## src/rtl/uart_cmd_slave.sv

```systemverilog
// UART command slave: decodes write (2-byte) and read (1-byte) commands onto a local register bus
// and answers reads with one frame on tx. Define UART_SLV_PARITY_EN for 11-bit odd-parity frames.
module uart_cmd_slave #(
  parameter int BR_DIV = 434,
  parameter int ADDR_W = 7,
  parameter int DATA_W = 8
) (
  input  logic              i_clk,
  input  logic              i_rst,
  input  logic              i_rx,
  output logic              o_tx,
  output logic              o_wr_en,
  output logic [ADDR_W-1:0] o_wr_addr,
  output logic [DATA_W-1:0] o_wr_data,
  output logic              o_rd_req,
  output logic [ADDR_W-1:0] o_rd_addr,
  input  logic [DATA_W-1:0] i_rd_data,
  input  logic              i_rd_vld,
  output logic              o_frame_err,
  output logic              o_ovr_err,
  output logic              o_busy
);

`ifdef UART_SLV_PARITY_EN
  localparam int LP_NBITS = 11;
`else
  localparam int LP_NBITS = 10;
`endif
  localparam logic [3:0] LP_LAST   = 4'(LP_NBITS - 1);
  localparam logic [8:0] LP_DIV_M1 = 9'(BR_DIV - 1);
  localparam logic [8:0] LP_HALF   = 9'(BR_DIV / 2);

  typedef enum logic [1:0] {S_IDLE, S_WAIT_LO, S_RD_WAIT, S_TX} state_t;

  logic              r_rx_s1, r_rx_s2, r_rx_d;
  logic              r_rx_act;
  logic [8:0]        r_rx_cnt;
  logic [3:0]        r_rx_bit;
  logic [DATA_W-1:0] r_rx_sh;
  logic              r_byte_done;
  logic              r_frame_err;
  logic              w_par_bad;

  state_t              r_state;
  logic                r_ovr_err;
  logic                r_tx;
  logic [LP_NBITS-1:0] r_tx_sh;
  logic [8:0]          r_tx_cnt;
  logic [3:0]          r_tx_bit;
  logic [LP_NBITS-1:0] w_tx_frame;

`ifdef UART_SLV_PARITY_EN
  logic r_rx_par;
  assign w_par_bad  = ~(^{r_rx_sh, r_rx_par});
  assign w_tx_frame = {1'b0, i_rd_data, ~(^i_rd_data), 1'b1};
`else
  assign w_par_bad  = 1'b0;
  assign w_tx_frame = {1'b0, i_rd_data, 1'b1};
`endif

  // Receiver: bit index 0 is start, 1..8 data, optional parity, LP_LAST is stop.
  always_ff @(posedge i_clk or posedge i_rst) begin
    if (i_rst) begin
      r_rx_s1     <= 1'b1;
      r_rx_s2     <= 1'b1;
      r_rx_d      <= 1'b1;
      r_rx_act    <= 1'b0;
      r_rx_cnt    <= '0;
      r_rx_bit    <= '0;
      r_rx_sh     <= '0;
      r_byte_done <= 1'b0;
      r_frame_err <= 1'b0;
`ifdef UART_SLV_PARITY_EN
      r_rx_par    <= 1'b0;
`endif
    end else begin
      r_rx_s1     <= i_rx;
      r_rx_s2     <= r_rx_s1;
      r_rx_d      <= r_rx_s2;
      r_byte_done <= 1'b0;
      r_frame_err <= 1'b0;
      if (!r_rx_act) begin
        if (r_rx_d && !r_rx_s2) begin
          r_rx_act <= 1'b1;
          r_rx_cnt <= '0;
          r_rx_bit <= '0;
        end
      end else if (r_rx_cnt == LP_HALF) begin
        r_rx_cnt <= r_rx_cnt + 9'd1;
        if (r_rx_bit == 4'd0) begin
          if (r_rx_s2) r_rx_act <= 1'b0;
        end else if (r_rx_bit == LP_LAST) begin
          r_rx_act <= 1'b0;
          if (!r_rx_s2 || w_par_bad) r_frame_err <= 1'b1;
          else                       r_byte_done <= 1'b1;
`ifdef UART_SLV_PARITY_EN
        end else if (r_rx_bit == 4'd9) begin
          r_rx_par <= r_rx_s2;
`endif
        end else begin
          r_rx_sh <= {r_rx_sh[DATA_W-2:0], r_rx_s2};
        end
      end else if (r_rx_cnt == LP_DIV_M1) begin
        r_rx_cnt <= '0;
        r_rx_bit <= r_rx_bit + 4'd1;
      end else begin
        r_rx_cnt <= r_rx_cnt + 9'd1;
      end
    end
  end

  // Command FSM with the transmitter folded into the TX state.
  always_ff @(posedge i_clk or posedge i_rst) begin
    if (i_rst) begin
      r_state   <= S_IDLE;
      o_wr_en   <= 1'b0;
      o_wr_addr <= '0;
      o_wr_data <= '0;
      o_rd_req  <= 1'b0;
      o_rd_addr <= '0;
      r_ovr_err <= 1'b0;
      r_tx      <= 1'b1;
      r_tx_sh   <= '0;
      r_tx_cnt  <= '0;
      r_tx_bit  <= '0;
    end else begin
      o_wr_en   <= 1'b0;
      o_rd_req  <= 1'b0;
      r_ovr_err <= 1'b0;
      case (r_state)
        S_IDLE: begin
          if (r_byte_done) begin
            if (r_rx_sh[DATA_W-1]) begin
              o_wr_addr <= r_rx_sh[ADDR_W-1:0];
              r_state   <= S_WAIT_LO;
            end else begin
              o_rd_req  <= 1'b1;
              o_rd_addr <= r_rx_sh[ADDR_W-1:0];
              r_state   <= S_RD_WAIT;
            end
          end
        end
        S_WAIT_LO: begin
          if (r_frame_err) begin
            r_state <= S_IDLE;
          end else if (r_byte_done) begin
            o_wr_en   <= 1'b1;
            o_wr_data <= r_rx_sh;
            r_state   <= S_IDLE;
          end
        end
        S_RD_WAIT: begin
          if (r_byte_done) r_ovr_err <= 1'b1;
          if (i_rd_vld) begin
            r_tx_sh  <= w_tx_frame;
            r_tx     <= w_tx_frame[LP_NBITS-1];
            r_tx_cnt <= '0;
            r_tx_bit <= '0;
            r_state  <= S_TX;
          end
        end
        S_TX: begin
          if (r_byte_done) r_ovr_err <= 1'b1;
          if (r_tx_cnt == LP_DIV_M1) begin
            r_tx_cnt <= '0;
            if (r_tx_bit == LP_LAST) begin
              r_tx    <= 1'b1;
              r_state <= S_IDLE;
            end else begin
              r_tx_bit <= r_tx_bit + 4'd1;
              r_tx     <= r_tx_sh[LP_NBITS-2];
              r_tx_sh  <= {r_tx_sh[LP_NBITS-2:0], 1'b0};
            end
          end else begin
            r_tx_cnt <= r_tx_cnt + 9'd1;
          end
        end
        default: r_state <= S_IDLE;
      endcase
    end
  end

  assign o_tx        = r_tx;
  assign o_frame_err = r_frame_err;
  assign o_ovr_err   = r_ovr_err;
  assign o_busy      = (r_state != S_IDLE);

endmodule

```

## config.mk

```make
export PLATFORM = sky130hd
export DESIGN_NAME = uart_cmd_slave
export DESIGN_NICKNAME = d
export VERILOG_FILES = /design/src/rtl/uart_cmd_slave.sv
export SDC_FILE = /design/constraint.sdc
export NUM_CORES = 1
export LEC_CHECK = 0
export CAP_MARGIN = 40
export CORE_MARGIN = 2
export CORE_UTILIZATION = 36
export DETAILED_ROUTE_END_ITERATION = 10
export DONT_BUFFER_PORTS = 1
export SYNTH_ARGS = -nofsm -noshare
export SYNTH_HDL_FRONTEND = slang
export SYNTH_SLANG_ARGS = --single-unit
```

## constraint.sdc

```tcl
create_clock -name i_clk -period 6.9 [get_ports i_clk]
set_input_delay 0.69 -clock i_clk [delete_from_list [all_inputs] [get_ports i_clk]]
set_output_delay 0.69 -clock i_clk [all_outputs]
set_load 0.01 [all_outputs]
```

# == Yosys cells after proc, flatten, opt, wreduce, memory -nomap -nowiden ==
# Index checks and enable logic that the tools add are counted.
# classes
n_bitwise,4
n_reduce_logical,17
n_eq_ne,16
n_addsub,4
n_mux,53
# ops
operator,n
two-way mux 9 bit,9
one-hot mux 9 bit (2 select lines),2
two-way mux 4 bit,7
two-way mux 1 bit,25
"adder 9 x 1 -> 9 bit, second input constant",2
"== test 9 bit, second input constant",2
AND reduction 3 bit,5
two-way mux 2 bit,7
"!= test 2 bit, second input constant",6
"== test 9 x 8 -> 1 bit, second input constant",1
"adder 4 x 1 -> 4 bit, second input constant",2
"== test 4 bit, second input constant",2
one-hot mux 2 bit (4 select lines),1
one-hot mux 4 bit (2 select lines),1
AND reduction 4 bit,2
nonzero test 2 bit,3
AND reduction 5 bit,1
"== test 2 bit, second input constant",2
zero test 4 bit,1
NOT 1 bit,4
"!= test 3 bit, second input constant",1
"== test 2 x 1 -> 1 bit, second input constant",1
zero test 2 bit,1
"!= test 2 x 1 -> 1 bit, second input constant",1
other kinds (5),5
# totals
out_inout_bits,28
ff_bits,77

# == Longest topological paths before layout ==
# depth
ltp_word,5
depth_mapped,7
depth_no_buf,6

# == Worst setup path after synthesis ==
# No wires, ideal clock.
# synth_path
kind,register -> output
from,register r_state[0]
to,output o_busy
n_path_buf,3
path_slack_ps,4993
path_stages_with_launch,5
t_arrival_ps,1217
cell_sequence,dfrtp_1 > buf_2 > buf_2 > clkbuf_1 > or2_2
# synth_between
elab_chain_len,1
# synth_lines
element,line,source
from (decl),44,state_t r_state;
from (signal assigned),115,r_state <= S_IDLE;
from (signal assigned),135,r_state <= S_WAIT_LO;
from (signal assigned),139,r_state <= S_RD_WAIT;
nonzero test 2 bit,186,assign o_busy = (r_state != S_IDLE);
to (decl),21,output logic o_busy
# Every way passes these cells.

# == Final worst setup path ==
# layout_path
from,register r_tx_cnt[1]
to,register r_tx_sh[3]
# layout_between
elab_chain_len,3
# layout_lines
element,line,source
from (decl),48,logic [8:0] r_tx_cnt;
from (signal assigned),175,r_tx_cnt <= r_tx_cnt + 9'd1;
== test 9 bit,164,if (r_tx_cnt == LP_DIV_M1) begin
!= test 2 bit (no source line),n/a,
AND reduction 4 bit (no source line),n/a,
to (signal assigned),155,r_tx_sh <= w_tx_frame;
to (signal assigned),172,"r_tx_sh <= {r_tx_sh[LP_NBITS-2:0], 1'b0};"
to (decl),47,logic [LP_NBITS-1:0] r_tx_sh;
# Every way passes these cells.
# A chain may end at the register's enable or synchronous reset.

==> impl_results.md <==
- Overall routing resource usage: 14.0%
- Worst-Margin Slew: 956 ps
- Worst path setup slack after routing: 4750 ps
- Slowest stage delay, CP: 920 ps
- Hold_buf cts: 0
- Async SR Flop Fraction: 100%
- Hold Path Class: in2async
- Vias per Instance: 5.26
- Die area: 10700 sq um
- Worst skew pair latency: 360 ps
- Antenna violations before repair: 0
- Final nets: 336
- Final worst path period share: 31.2%
- Total Wirelength: 7050 um
- GPL Wtd Cong: 0.792
- Prevailing post-synth register cell: dfrtp_1
- Slew Limit Fails: 0
- Syn avg cell area: 11.6 sq um
- Final setup violation count: 0
- DP HPWL: 4880 um
- Max-Cap Viols: 0
- Worst-path fanout max: 18
- Residual DRC count: 0
- Crit. End Element: flip-flop
- Total global routing overflow: 0
- Worst EP arrival: 2430 ps
- Crit path cell chain: inv_1, ha_1, nand4bb_4, o41ai_4, nor2_1, a21oi_1
- Drt first-iter violations: 116
- Run status: finished clean
- Root buf cell: clkbuf_8
- Net Count, Synth: 328
- RSZ-0062 raised after global routing: no
- Std cell rows: 36
- Largest net degree at the start of global routing: 55
- Effective utilization at floorplan: 36.8%
- Port Buffer Count: 0
- Share of cells above drive strength 1: 20.9%
- FF-to-FF setup slack: 4750 ps
- Minimum clock period: 2150 ps
- Die Width: 104 um
- Clock Power Share: 36.7%
- CP max-delay cell: o41ai_4
- Reg2reg path depth: 6
- Num CTS Buffers: 9
- Crit path kind: reg2reg
- Die Ht: 104 um
- Leak: 1.91 nW
- Core area: 9680 sq um
- Drt wl/cell: 15.6 um
- Mapped Cells: 307
- Worst slew margin: 36.0%
- Max Buffers Root-to-Sink: 2
- Final hold violation count: 0
- Register share of total power: 55.8%
- Psw: 0.255 mW
- Number of flops mapped to enable cells by yosys: 0
- Post-Route Skew: 15.9 ps
- R2R Path Start: r_tx_cnt[1]$_DFFE_PP0P_
- CP required: 7170 ps
- Post-CTS resize count: 0
- Pint: 0.645 mW
- H-tree lvl count: 3
- CP bufs+invs: 1
- # IOs: 40
- Post-CTS setup buffer count: 0
- Synth-to-Final Area Change: 10.8%
- Sequential element share of the synthesized area: 54.2%
- Clock Sinks: 77
- Syn Std Cell Area: 3570 sq um
- Cell variety after synth: 50
- Combinational power share: 7.5%
- Fin Setup TNS: 0 ps
- Synthesis Warnings: 0
- Fillers: 896
- Sw Ratio: 28.3%
- DP Worst Slack: 4780 ps
- Startpoint types: flip-flop
- Routed Antenna Nets: 0
- CP startpoint: r_tx_cnt[1]$_DFFE_PP0P_
- First-pass GRT wire length: 12100 um
- CTS tree: done
- Vias in the first global route: 2399
- Clock transition at path regs: 90 ps
- Diodes inserted: 0
- Via count: 2385
- DR pass1 iterations: 6
- Worst VDD drop: 0.105 mV
- FMAX: 465 MHz
- Seq cells post-synth: 77
- Critical path's top delay family: compound AO/OA/AOI/OAI gates
- Instance count on the critical path: 6
- Power per cell area: 228 nW/um^2
==> Yosys cell counts (3+ instances only) <==
| master | number | share of area [%] |
|---|---|---|
| nor2_1 | 17 | 1.8 |
| inv_1 | 11 | 1.2 |
| mux2i_1 | 9 | 2.5 |
| mux2_2 | 30 | 9.5 |
| o2111ai_1 | 3 | 0.74 |
| nor3_2 | 3 | 0.84 |
| o21ai_0 | 18 | 2.5 |
| nand3_1 | 13 | 1.8 |
| dfrtp_1 | 73 | 51 |
| a21oi_1 | 22 | 3.1 |
| nand2_1 | 25 | 2.6 |
| and3_1 | 6 | 1.1 |
| ha_1 | 9 | 3.2 |
| dfstp_2 | 4 | 2.9 |
| nand3b_1 | 3 | 0.63 |
| a31oi_1 | 7 | 1.2 |
| buf_2 | 3 | 0.42 |
| nand2b_1 | 4 | 0.70 |
| xor2_1 | 5 | 1.2 |
==> stage by stage <==
stage	power (mW)	cell area [sq um]	hold slack (ps)	util, %	instances
global route	0.950	3950	273	40.8	453
CTS	0.912	3950	260	40.8	453
finish	0.899	3950	265	40.8	453
global placement	0.572	3710	347	38.3	435
floorplan	0.557	3570	345	-	307
detailed placement	0.579	3760	348	38.9	437
==> registers in the layout, indices dropped and copies added, names as in the netlist, 2 cells and up <==
signal,count
r_rx_cnt,9
r_tx_cnt,9
r_tx_sh,9
o_wr_data,8
r_rx_sh,8
o_rd_addr,7
o_wr_addr,7
r_rx_bit,4
r_tx_bit,4
r_state,2
==> layout by cell type, fill, tap and decap left out, types with 2 or more instances in the layout <==
cell type / netlist / layout
inv_6: 0 / 2
clkbuf_8: 0 / 9
nand2_1: 25 / 25
dfstp_2: 4 / 4
a41oi_1: 2 / 2
o22ai_1: 2 / 2
mux2i_1: 9 / 9
clkinv_4: 0 / 2
o22a_1: 2 / 2
buf_16: 0 / 2
nor3_2: 3 / 3
nand4b_1: 2 / 2
o2111ai_1: 3 / 3
ha_1: 9 / 9
nor3_1: 2 / 2
dfrtp_1: 73 / 73
nor2_1: 17 / 17
mux2_2: 30 / 30
xor2_1: 5 / 5
a31oi_1: 7 / 7
and4b_1: 2 / 2
a21oi_1: 22 / 22
and2_1: 2 / 2
inv_8: 0 / 2
nand3b_1: 3 / 3
nand3_1: 13 / 13
nand2b_1: 4 / 4
o211ai_1: 2 / 2
inv_1: 11 / 10
and4bb_2: 2 / 2
o21ai_1: 2 / 2
and3_1: 6 / 6
o21ai_0: 18 / 18
==> routing by layer <==
layer / GRT usage, % / up-vias / share of wire [%]
li1: - / 1143 / -
met1: 17.8 / 1192 / 45
met5: 0 / - / 0
met4: 4.63 / 0 / 1.5
met3: 4.47 / 11 / 4.9
met2: 22.7 / 39 / 48
==> power groups by stage <==
stage | Clock, mW | Sequential [mW] | Combinational, mW
5_1_grt | 0.363 | 0.506 | 0.0815
2_1_floorplan | 0 | 0.502 | 0.0542
3_5_place_dp | 0 | 0.509 | 0.0696
3_3_place_gp | 0 | 0.509 | 0.0634
6_report | 0.330 | 0.502 | 0.0671
4_1_cts | 0.342 | 0.501 | 0.0691
==> worst paths after layout <==
path,end
worst min-delay path,r_tx_sh[2]$_DFFE_PP0P_
max in group asynchronous,r_rx_d$_DFF_PP1_
worst max register to register,r_tx_sh[3]$_DFFE_PP0P_
worst min register to register,r_rx_s2$_DFF_PP1_
worst max-delay path,r_tx_sh[3]$_DFFE_PP0P_
min in group i_clk,r_rx_s1$_DFF_PP1_
==> logic make-up after synthesis <==
family / after synthesis / share of synthesized area, %
buffers and inverters: 17 / 2.10
muxes: 39 / 12.0
xor gates and xnor gates: 5 / 1.23
and+or+nand+nor: 91 / 15.0
DFF: 77 / 54.2
adders and majority gates: 9 / 3.16
AOI/OAI and AO/OA: 69 / 12.3
==> area by class of cell <==
cell class / count / area, sq um / area share (%)
flip-flops and latches: 77 / 1930 / 48.9
multi-input cells: 213 / 1560 / 39.5
well taps: 133 / 166 / 4.21
clock buffers: 9 / 124 / 3.13
clock inverters: 7 / 65.1 / 1.65
repair buffers: 3 / 62.6 / 1.58
inverters: 11 / 41.3 / 1.04
Note: power is estimated with default switching activity, not from simulation.
